$ cat src/rtl/reg_bank_pkg.sv
// ---------------------------------------------------------------------------
// Module      : reg_bank_pkg
// Description : Shared constants and helper function for the register bank.
// Revision    : 1.0 - initial release
// ---------------------------------------------------------------------------
`default_nettype none

package reg_bank_pkg;

  localparam int DEF_DATA_W   = 8;
  localparam int DEF_NUM_REGS = 4;

  // Index width for n entries; never narrower than one bit.
  function automatic int addr_width(input int n);
    int w;
    w = $clog2(n);
    return (w < 1) ? 1 : w;
  endfunction

endpackage

`default_nettype wire

$ cat src/rtl/reg_bank_if.sv
// ---------------------------------------------------------------------------
// Module      : reg_bank_if
// Description : Write, read and output-channel signals of the register bank.
// Revision    : 1.0 - initial release
// ---------------------------------------------------------------------------
`default_nettype none

interface reg_bank_if #(
  parameter int DATA_W = 8,
  parameter int AW     = 2
);

  logic              wr_en;
  logic [AW-1:0]     wr_addr;
  logic [DATA_W-1:0] wr_data;
  logic              wr_stall;
  logic [AW-1:0]     rd_addr_a;
  logic [DATA_W-1:0] rd_data_a;
  logic [AW-1:0]     rd_addr_b;
  logic [DATA_W-1:0] rd_data_b;
  logic [DATA_W-1:0] out_data;
  logic              out_valid;
  logic              out_ready;

  // Producer / consumer side of the bank
  modport master (
    output wr_en, wr_addr, wr_data, rd_addr_a, rd_addr_b, out_ready,
    input  wr_stall, rd_data_a, rd_data_b, out_data, out_valid
  );

  // The bank itself
  modport slave (
    input  wr_en, wr_addr, wr_data, rd_addr_a, rd_addr_b, out_ready,
    output wr_stall, rd_data_a, rd_data_b, out_data, out_valid
  );

endinterface

`default_nettype wire

$ cat src/rtl/reg_cell.sv
// ---------------------------------------------------------------------------
// Module      : reg_cell
// Description : One storage word with write enable, reset and clear.
// Revision    : 1.0 - initial release
// ---------------------------------------------------------------------------
`default_nettype none

module reg_cell #(
  parameter int DATA_W = 8
) (
  input  wire logic              clk,
  input  wire logic              rstn,
  input  wire logic              clr,
  input  wire logic              i_we,
  input  wire logic [DATA_W-1:0] i_d,
  output      logic [DATA_W-1:0] o_q
);

  logic [DATA_W-1:0] r_q;

  // Storage word: reset beats clear beats write
  always_ff @(posedge clk) begin
    if (!rstn) begin
      r_q <= '0;
    end else if (clr) begin
      r_q <= '0;
    end else if (i_we) begin
      r_q <= i_d;
    end
  end

  assign o_q = r_q;

endmodule

`default_nettype wire

$ cat src/rtl/reg_bank.sv
// ---------------------------------------------------------------------------
// Module      : reg_bank
// Description : NUM_REGS x DATA_W register bank, one write port, two
//               combinational read ports with optional write-through bypass,
//               and a valid/ready output channel fed by register OUT_IDX.
// Revision    : 1.0 - initial release
// ---------------------------------------------------------------------------
`default_nettype none

module reg_bank
  import reg_bank_pkg::*;
#(
  parameter int DATA_W   = DEF_DATA_W,
  parameter int NUM_REGS = DEF_NUM_REGS,
  parameter int OUT_IDX  = NUM_REGS - 1,
  parameter int BYPASS   = 1
) (
  input  wire logic   clk,
  input  wire logic   rstn,
  input  wire logic   clr,
  reg_bank_if.slave   bus
);

  localparam int            AW         = addr_width(NUM_REGS);
  localparam logic [AW-1:0] c_OUT_IDX  = AW'(OUT_IDX);
  localparam logic [AW:0]   c_NUM_REGS = (AW+1)'(NUM_REGS);

  logic [DATA_W-1:0] w_q [NUM_REGS];
  logic [NUM_REGS-1:0] w_we;
  logic              w_addr_valid;
  logic              w_wr_out;
  logic              w_wr_stall;
  logic              w_wr_acc;
  logic [DATA_W-1:0] w_rd_a;
  logic [DATA_W-1:0] w_rd_b;
  logic              r_out_valid;

  // Non-power-of-two banks leave holes in the index space that must be ignored.
  assign w_addr_valid = ({1'b0, bus.wr_addr} < c_NUM_REGS);
  assign w_wr_out     = bus.wr_en && (bus.wr_addr == c_OUT_IDX);
  assign w_wr_stall   = w_wr_out && r_out_valid && !bus.out_ready;
  assign w_wr_acc     = bus.wr_en && w_addr_valid && !w_wr_stall && rstn && !clr;

  // One-hot write enable per storage word
  always_comb begin
    w_we = '0;
    for (int i = 0; i < NUM_REGS; i++) begin
      w_we[i] = w_wr_acc && (bus.wr_addr == AW'(i));
    end
  end

  generate
    for (genvar gi = 0; gi < NUM_REGS; gi++) begin : g_cells
      reg_cell #(
        .DATA_W (DATA_W)
      ) u_cell (
        .clk  (clk),
        .rstn (rstn),
        .clr  (clr),
        .i_we (w_we[gi]),
        .i_d  (bus.wr_data),
        .o_q  (w_q[gi])
      );
    end
  endgenerate

  // Read muxes; holes in the index space read as zero, bypass wins on a hit
  always_comb begin
    w_rd_a = '0;
    w_rd_b = '0;
    for (int i = 0; i < NUM_REGS; i++) begin
      if (bus.rd_addr_a == AW'(i)) w_rd_a = w_q[i];
      if (bus.rd_addr_b == AW'(i)) w_rd_b = w_q[i];
    end
    if ((BYPASS != 0) && w_wr_acc) begin
      if (bus.rd_addr_a == bus.wr_addr) w_rd_a = bus.wr_data;
      if (bus.rd_addr_b == bus.wr_addr) w_rd_b = bus.wr_data;
    end
  end

  // Output-channel valid: a new word outranks the consume, so a same-cycle
  // handshake plus write keeps valid high for full throughput
  always_ff @(posedge clk) begin
    if (!rstn) begin
      r_out_valid <= 1'b0;
    end else if (clr) begin
      r_out_valid <= 1'b0;
    end else if (w_wr_acc && (bus.wr_addr == c_OUT_IDX)) begin
      r_out_valid <= 1'b1;
    end else if (r_out_valid && bus.out_ready) begin
      r_out_valid <= 1'b0;
    end
  end

  assign bus.wr_stall  = w_wr_stall;
  assign bus.rd_data_a = w_rd_a;
  assign bus.rd_data_b = w_rd_b;
  assign bus.out_data  = w_q[OUT_IDX];
  assign bus.out_valid = r_out_valid;

endmodule

`default_nettype wire

$ cat src/flat_wrapper.sv
// flat-port wrapper written by rule: the top's interface ports become plain ports
module reg_bank_flat import reg_bank_pkg::*;
#(
  parameter int DATA_W   = DEF_DATA_W,
  parameter int NUM_REGS = DEF_NUM_REGS,
  parameter int OUT_IDX  = NUM_REGS - 1,
  parameter int BYPASS   = 1
)
  (clk, rstn, clr, bus_wr_en, bus_wr_addr, bus_wr_data, bus_rd_addr_a, bus_rd_addr_b, bus_out_ready, bus_wr_stall, bus_rd_data_a, bus_rd_data_b, bus_out_data, bus_out_valid);
  reg_bank_if #(.DATA_W(DATA_W), .AW(3)) bus_i ();
  input  wire logic clk;
  input  wire logic rstn;
  input  wire logic clr;
  input wire logic [$bits(bus_i.wr_en)-1:0] bus_wr_en;
  input wire logic [$bits(bus_i.wr_addr)-1:0] bus_wr_addr;
  input wire logic [$bits(bus_i.wr_data)-1:0] bus_wr_data;
  input wire logic [$bits(bus_i.rd_addr_a)-1:0] bus_rd_addr_a;
  input wire logic [$bits(bus_i.rd_addr_b)-1:0] bus_rd_addr_b;
  input wire logic [$bits(bus_i.out_ready)-1:0] bus_out_ready;
  output wire logic [$bits(bus_i.wr_stall)-1:0] bus_wr_stall;
  output wire logic [$bits(bus_i.rd_data_a)-1:0] bus_rd_data_a;
  output wire logic [$bits(bus_i.rd_data_b)-1:0] bus_rd_data_b;
  output wire logic [$bits(bus_i.out_data)-1:0] bus_out_data;
  output wire logic [$bits(bus_i.out_valid)-1:0] bus_out_valid;
  assign bus_i.wr_en = bus_wr_en;
  assign bus_i.wr_addr = bus_wr_addr;
  assign bus_i.wr_data = bus_wr_data;
  assign bus_i.rd_addr_a = bus_rd_addr_a;
  assign bus_i.rd_addr_b = bus_rd_addr_b;
  assign bus_i.out_ready = bus_out_ready;
  assign bus_wr_stall = bus_i.wr_stall;
  assign bus_rd_data_a = bus_i.rd_data_a;
  assign bus_rd_data_b = bus_i.rd_data_b;
  assign bus_out_data = bus_i.out_data;
  assign bus_out_valid = bus_i.out_valid;
  reg_bank #(.DATA_W(DATA_W), .NUM_REGS(NUM_REGS), .OUT_IDX(OUT_IDX), .BYPASS(BYPASS)) u_core (.clk(clk), .rstn(rstn), .clr(clr), .bus(bus_i));
endmodule
$ cat config.mk
export PLATFORM = sky130hd
export DESIGN_NAME = reg_bank_flat
export DESIGN_NICKNAME = d
export VERILOG_FILES = /design/src/rtl/reg_bank_pkg.sv /design/src/rtl/reg_bank_if.sv /design/src/rtl/reg_cell.sv /design/src/rtl/reg_bank.sv /design/src/flat_wrapper.sv
export SDC_FILE = /design/constraint.sdc
export NUM_CORES = 1
export LEC_CHECK = 0
export ABC_AREA = 0
export ABC_CLOCK_PERIOD_IN_PS = 1800
export CAP_MARGIN = 20
export CORE_MARGIN = 2
export CORE_UTILIZATION = 35
export DETAILED_ROUTE_END_ITERATION = 8
export PLACE_DENSITY_LB_ADDON = 0.2
export SYNTH_ARGS = -nofsm -noshare
export SYNTH_HDL_FRONTEND = slang
export SYNTH_SLANG_ARGS = --single-unit
export TNS_END_PERCENT = 5
$ cat constraint.sdc
create_clock -name clk -period 1.8 [get_ports clk]
set_input_delay 0.18 -clock clk [delete_from_list [all_inputs] [get_ports clk]]
set_output_delay 0.18 -clock clk [all_outputs]
set_load 0.05 [all_outputs]
-- Yosys cells after proc, flatten, opt, wreduce, memory -nomap -nowiden
Index checks and enable logic that the tools add are counted.
- magnitude comparators: 1
- eq/ne operators: 11
- muxes and demuxes: 14
- bitwise logic cells: 1
- reductions and logical operators: 20
- operator list (operator ; number):
    8-bit two-way mux ; 12
    3-bit by 2-bit equality test with 1-bit output, second input constant ; 6
    1-bit logical AND ; 12
    3-bit by 1-bit equality test with 1-bit output, second input constant ; 3
    3-bit zero test ; 3
    3-bit equality test ; 2
    1-bit zero test ; 3
    3-bit < comparator, second input constant ; 1
    1-bit two-way mux ; 2
    2-bit nonzero test ; 1
    2-bit OR reduction ; 1
    1-bit NOT ; 1
- register bits after elaboration: 33
- logic and storage cells: 52

-- Longest topological paths before layout
- word-level depth: 10
- mapped depth: 6
- gate-level depth less buffers: 4

-- Modules after synthesis
From an unflattened synthesis, not the netlist that was laid out.
- cell total of the unflattened synthesis: 183
- area total of the unflattened synthesis: 2062.0 um^2
- by module, submodules not included (module ; instances ; cells an instance ; area an instance (um^2)):
    reg_cell ; 4 ; 27 ; 292.8
    reg_bank ; 1 ; 75 ; 890.9

-- Least setup slack after synthesis
Ideal clock, no wire load.
- path type: reg-to-output
- start: reg u_core.r_out_valid, in the netlist u_core.bus.out_valid
- end: out bus_rd_data_a[0]
- data arrival time: 1.819 ns
- data required time: 1.620 ns
- slack: -0.199 ns
- cell stages (with the launch flop): 5
- path buffers: 0
- cell sequence: dfxtp_1 nand4b_1 nand2_2 nor4_4 mux2_1
- cells in the longest elaborated chain, start to end: 7
- RTL lines (element ; line ; source):
    start, declared ; reg_bank.sv:36 ; logic r_out_valid;
    start signal, assigned ; reg_bank.sv:85 ; r_out_valid <= 1'b0;
    start signal, assigned ; reg_bank.sv:87 ; r_out_valid <= 1'b0;
    start signal, assigned ; reg_bank.sv:89 ; r_out_valid <= 1'b1;
    1-bit logical AND (2 in a row) ; reg_bank.sv:41 ; assign w_wr_stall = w_wr_out && r_out_valid && !bus.out_ready;
    1-bit zero test ; reg_bank.sv:42 ; assign w_wr_acc = bus.wr_en && w_addr_valid && !w_wr_stall && rstn && !clr;
    1-bit logical AND (3 in a row) ; reg_bank.sv:42 ;
    8-bit two-way mux ; reg_bank.sv:75 ; if ((BYPASS != 0) && w_wr_acc) begin
    end, declared ; flat_wrapper.sv:21 ; output wire logic [$bits(bus_i.rd_data_a)-1:0] bus_rd_data_a;
Every way passes these cells.

-- Worst setup path in the final report
- start: in bus_rd_addr_b[0]
- end: out bus_rd_data_b[0]
- cells in the longest elaborated chain, start to end: 7
- elaborated cells on any way between the ends: 11
- classes of those cells: 4 x eq/ne; 6 x mux; 1 x reduce/logical
- RTL lines (element ; line ; source):
    start, declared ; flat_wrapper.sv:18 ; input wire logic [$bits(bus_i.rd_addr_b)-1:0] bus_rd_addr_b;
    3-bit zero test ; reg_bank.sv:73 ; if (bus.rd_addr_b == AW'(i)) w_rd_b = w_q[i];
    8-bit two-way mux (4 in a row) ; reg_bank.sv:73 ;
    8-bit two-way mux ; reg_bank.sv:77 ; if (bus.rd_addr_b == bus.wr_addr) w_rd_b = bus.wr_data;
    8-bit two-way mux (*) ; reg_bank.sv:75 ;
    end, declared ; flat_wrapper.sv:22 ; output wire logic [$bits(bus_i.rd_data_b)-1:0] bus_rd_data_b;
Mark *: on every way between the ends. The rest lies on a longest branch, timed or not.

==> flow_summary.toml <==
[detailed_routing]
drt.antenna.violating_nets = 0
wl_per_cell_um = 16.48
routed-via-count = 1760
firstDrtPassIters = 4
detailed_route_drc_error_count = 0
drt_wl_total_mm = 5.653
first_iteration_detailed_routing_drc_count = 63
post_drt_via_cell_ratio = 5.131

[clock_tree]
cts-buffers-inserted = 5
tritoncts = "yes"
ctsLongestPathBuffers = 2
clk_pin_slew_worst_paths_ns = 0.07
h-tree-depth = 2
clk_root_buffer_cell = "sky130_fd_sc_hd__clkbuf_8"
cts_hold_buf = 0
clock_sink_count = 33
insertion_delay_ns = 0.29

[setup_path]
setup.worst_path.start_class = "input port"
worstPathMaxFanout = 4
critical_path.cell_chain = "dlygate4sd2_1 -> buf_4 -> mux4_2 -> nor2b_1 -> mux2_4 -> buf_8"
critical_path.slowest_cell = "sky130_fd_sc_hd__mux4_2"
worstPathArrival_ns = 1.77
slowest_delay_ns = 0.47
criticalPathCategory = "in -> out"
endpoint_required_time_on_the_critical_path_ns = 1.62
nature_of_the_critical_path_endpoint = "primary output"

[floorplanning]
die_area_sq_um = 6378
die_x_extent_um = 79.87
std_cell_rows = 27
initial_core_util_pct = 36.36
design.core.area_sq_um = 5540
dieHeight_um = 79.87
design.portCount = 48

[synthesis]
number_of_enable_flip_flop_cells_after_synthesis = 0
postSynth.topFlopCell = "sky130_fd_sc_hd__dfxtp_1"
syn-mean-instance-area_sq_um = 10.12
synthCells = 199
asyncSetResetFlopFracSynth_pct = 0
mappedNetlistArea_sq_um = 2014
mappedNetlistNets = 221
yosysSeqAreaShare_pct = 32.80
synth.top_cells.by_area = "sky130_fd_sc_hd__dfxtp_1 33%, sky130_fd_sc_hd__mux2i_1 19%, sky130_fd_sc_hd__mux4_2 10%, sky130_fd_sc_hd__mux2_2 8.4%, sky130_fd_sc_hd__nor2_1 4.8%"
synth_largest_type_area_fraction_pct = 32.80
synth-seq-cells = 33
synth_top_area_cell = "sky130_fd_sc_hd__dfxtp_1"
ys.warnings.count = 0
cell_variety_after_synth = 23

[place]
port_buffers = 47
dp.cells = 334
placedInstanceArea_sq_um = 2748
detailed_place_hpwl_mm = 3.893
gp_routability_congestion = 0.7454

[timing]
max_clock_freq_ghz = 0.5131
final_min_period_over_clock_period_pct = 108.3
hold_viol = 0
period_minus_slack_ns = 1.949
fin_skew_ns = 0.007152
fin_hold_ws_ns = 0.3113
max-slew-margin-rel_pct = 66.31
final.setup.worst_slack_ns = -0.1488
setup_repair_after_global_routing_missed_its_margin = "true"
report.final.setup_viol = 16
worst_max_slew_pin_slew_ns = 0.5038
slew_violations = 0

[finish]
drive_above_1_share_pct = 33.58
n_fill_cell = 520
area.growth.synth_to_final_pct = 49.07
net_count_reported_at_finish = 292
fin_util_pct = 54.20
antenna-diode-count = 0
finish.cell_count_without_fillers = 343
post-route-cell-area_sq_um = 3003

[global_route]
antenna_violations_before_repair = 0
track_usage_pct = 19.03
grt_pass1_vias = 1732
maximum_number_of_pins_on_one_net_before_global_route_repair = 17
grt_first_pass_wirelength_mm = 9.232
global_route.overflow_total = 0

[power_and_ir_drop]
p_total_w = 0.001816
powerDensity_nw_per_um2 = 604.9
cellLeakagePower_nw = 1.202
max-vdd-ir-drop_v = 0.0004371

[hold_path]
worstHoldPathType = "in -> reg"

[run_status]
violations = "negative setup slack"
status = "finished with violations"

[job]
maxCapViolCount = 0
## cell usage in the layout, fill, tap and decap left out
| cell type | netlist | routed |
|---|---|---|
| sky130_fd_sc_hd__nor4_4 | 4 | 4 |
| sky130_fd_sc_hd__o21ai_0 | 8 | 8 |
| sky130_fd_sc_hd__buf_12 | 0 | 4 |
| sky130_fd_sc_hd__dlymetal6s2s_1 | 0 | 1 |
| sky130_fd_sc_hd__dfxtp_1 | 33 | 32 |
| sky130_fd_sc_hd__buf_6 | 0 | 12 |
| sky130_fd_sc_hd__a31oi_1 | 1 | 1 |
| sky130_fd_sc_hd__nand2_1 | 17 | 17 |
| sky130_fd_sc_hd__mux2_2 | 15 | 10 |
| sky130_fd_sc_hd__mux2_4 | 0 | 6 |
| sky130_fd_sc_hd__nand4b_1 | 1 | 1 |
| sky130_fd_sc_hd__xor2_1 | 6 | 5 |
| sky130_fd_sc_hd__clkinv_2 | 0 | 1 |
| sky130_fd_sc_hd__nor2b_1 | 11 | 11 |
| sky130_fd_sc_hd__o22ai_1 | 7 | 7 |
| sky130_fd_sc_hd__clkdlybuf4s50_1 | 0 | 18 |
| sky130_fd_sc_hd__and3b_1 | 1 | 1 |
| sky130_fd_sc_hd__buf_4 | 0 | 26 |
| sky130_fd_sc_hd__mux4_2 | 9 | 9 |
| sky130_fd_sc_hd__nand2_4 | 0 | 1 |
| sky130_fd_sc_hd__nand2b_1 | 3 | 3 |
| sky130_fd_sc_hd__clkbuf_2 | 0 | 1 |
| sky130_fd_sc_hd__clkbuf_8 | 0 | 5 |
| sky130_fd_sc_hd__dlygate4sd2_1 | 0 | 10 |
| sky130_fd_sc_hd__and4bb_4 | 1 | 1 |
| sky130_fd_sc_hd__mux2i_1 | 38 | 38 |
| sky130_fd_sc_hd__nor2_1 | 26 | 26 |
| sky130_fd_sc_hd__xor2_2 | 0 | 1 |
| sky130_fd_sc_hd__or2_4 | 0 | 1 |
| sky130_fd_sc_hd__dfxtp_2 | 0 | 1 |
| sky130_fd_sc_hd__nand3b_1 | 1 | 1 |
| sky130_fd_sc_hd__bufinv_16 | 0 | 2 |
| sky130_fd_sc_hd__buf_8 | 0 | 6 |
## report_power, final
part	switching, W	internal, W	leakage, nW
combinational	0.000125	0.000110	0.867
sequential	0.00000237	0.000732	0.266
clock	0.000296	0.000550	0.0681
## layout make-up
class | count | area [sq um] | area share [%]
repair buffers | 78 | 785.8 | 26.17
clock buffers | 5 | 68.82 | 2.292
clock inverters | 3 | 65.06 | 2.167
multi-input cells | 152 | 1331 | 44.33
well taps | 72 | 90.09 | 3.000
flip-flops and latches | 33 | 661.9 | 22.04
## stage by stage
| stage | worst slack, ns | setup TNS (ns) |
|---|---|---|
| floorplan | -0.002849 | -0.04545 |
| global placement | -0.4476 | -8.195 |
| detailed placement | -0.4831 | -8.236 |
| CTS | -0.2029 | -2.883 |
| global route | -0.1999 | -2.989 |
| finish | -0.1488 | -1.963 |
## synthesized netlist by cell type, drive strengths merged (3+ instances only)
master,number
nor2b,11
buf,8
clkbuf,6
mux2i,38
nor4,4
o22ai,7
mux4,9
xor2,6
o21ai,8
dfxtp,33
mux2,16
nand2,18
nand2b,3
nor2,26
## worst paths after layout
kind	startpoint	cells past startpoint	slack, ns	endpoint
max	bus_rd_addr_b[0]	6	-0.15	bus_rd_data_b[0]
min	bus_wr_addr[0]	3	0.31	u_core.bus.out_valid$_SDFFE_PP0P_
max reg2reg	u_core.bus.out_valid$_SDFFE_PP0P_	5	0.44	u_core.g_cells[3].u_cell.o_q[1]$_SDFFE_PP0P_
min reg2reg	u_core.g_cells[1].u_cell.o_q[6]$_SDFFE_PP0P_	2	0.49	u_core.g_cells[1].u_cell.o_q[6]$_SDFFE_PP0P_
## state kept, by name, summed over array words and instances, names as in the netlist
signal	flops
u_core.g_cells.u_cell.o_q	32
u_core.bus.out_valid	1
## metal layers
layer / vias up / track usage (%) / share of wire (%)
li1: 845 / - / -
met1: 855 / 24.74 / 45
met2: 54 / 31.76 / 48
met3: 6 / 3.620 / 5.2
met4: 0 / 6.102 / 1.2
met5: - / 0 / 0
## cell families after synthesis
kind of cell / after synthesis / share of synthesized area [%]
AO/OA/AOI/OAI: 16 / 4.472
XOR/XNOR: 6 / 2.609
buffers and inverters: 14 / 2.981
flip-flops: 33 / 32.79
multiplexers: 63 / 37.89
AND/OR/NAND/NOR: 67 / 19.26
## critical path: cells and delay by family
| kind | cells | cell delay [ns] |
|---|---|---|
| simple gates | 1 | 0.15 |
| buf+inv | 3 | 0.67 |
| mux | 2 | 0.76 |
## what timing repair did
action | CTS | global route
resized for setup | 33 | 15
setup buffers | 1 | 0
pin swaps | 3 | 1
setup endpoints to repair | 16 | 16
endpoints found under the hold margin | 0 | 0
Power figures use the tool's default switching activity.
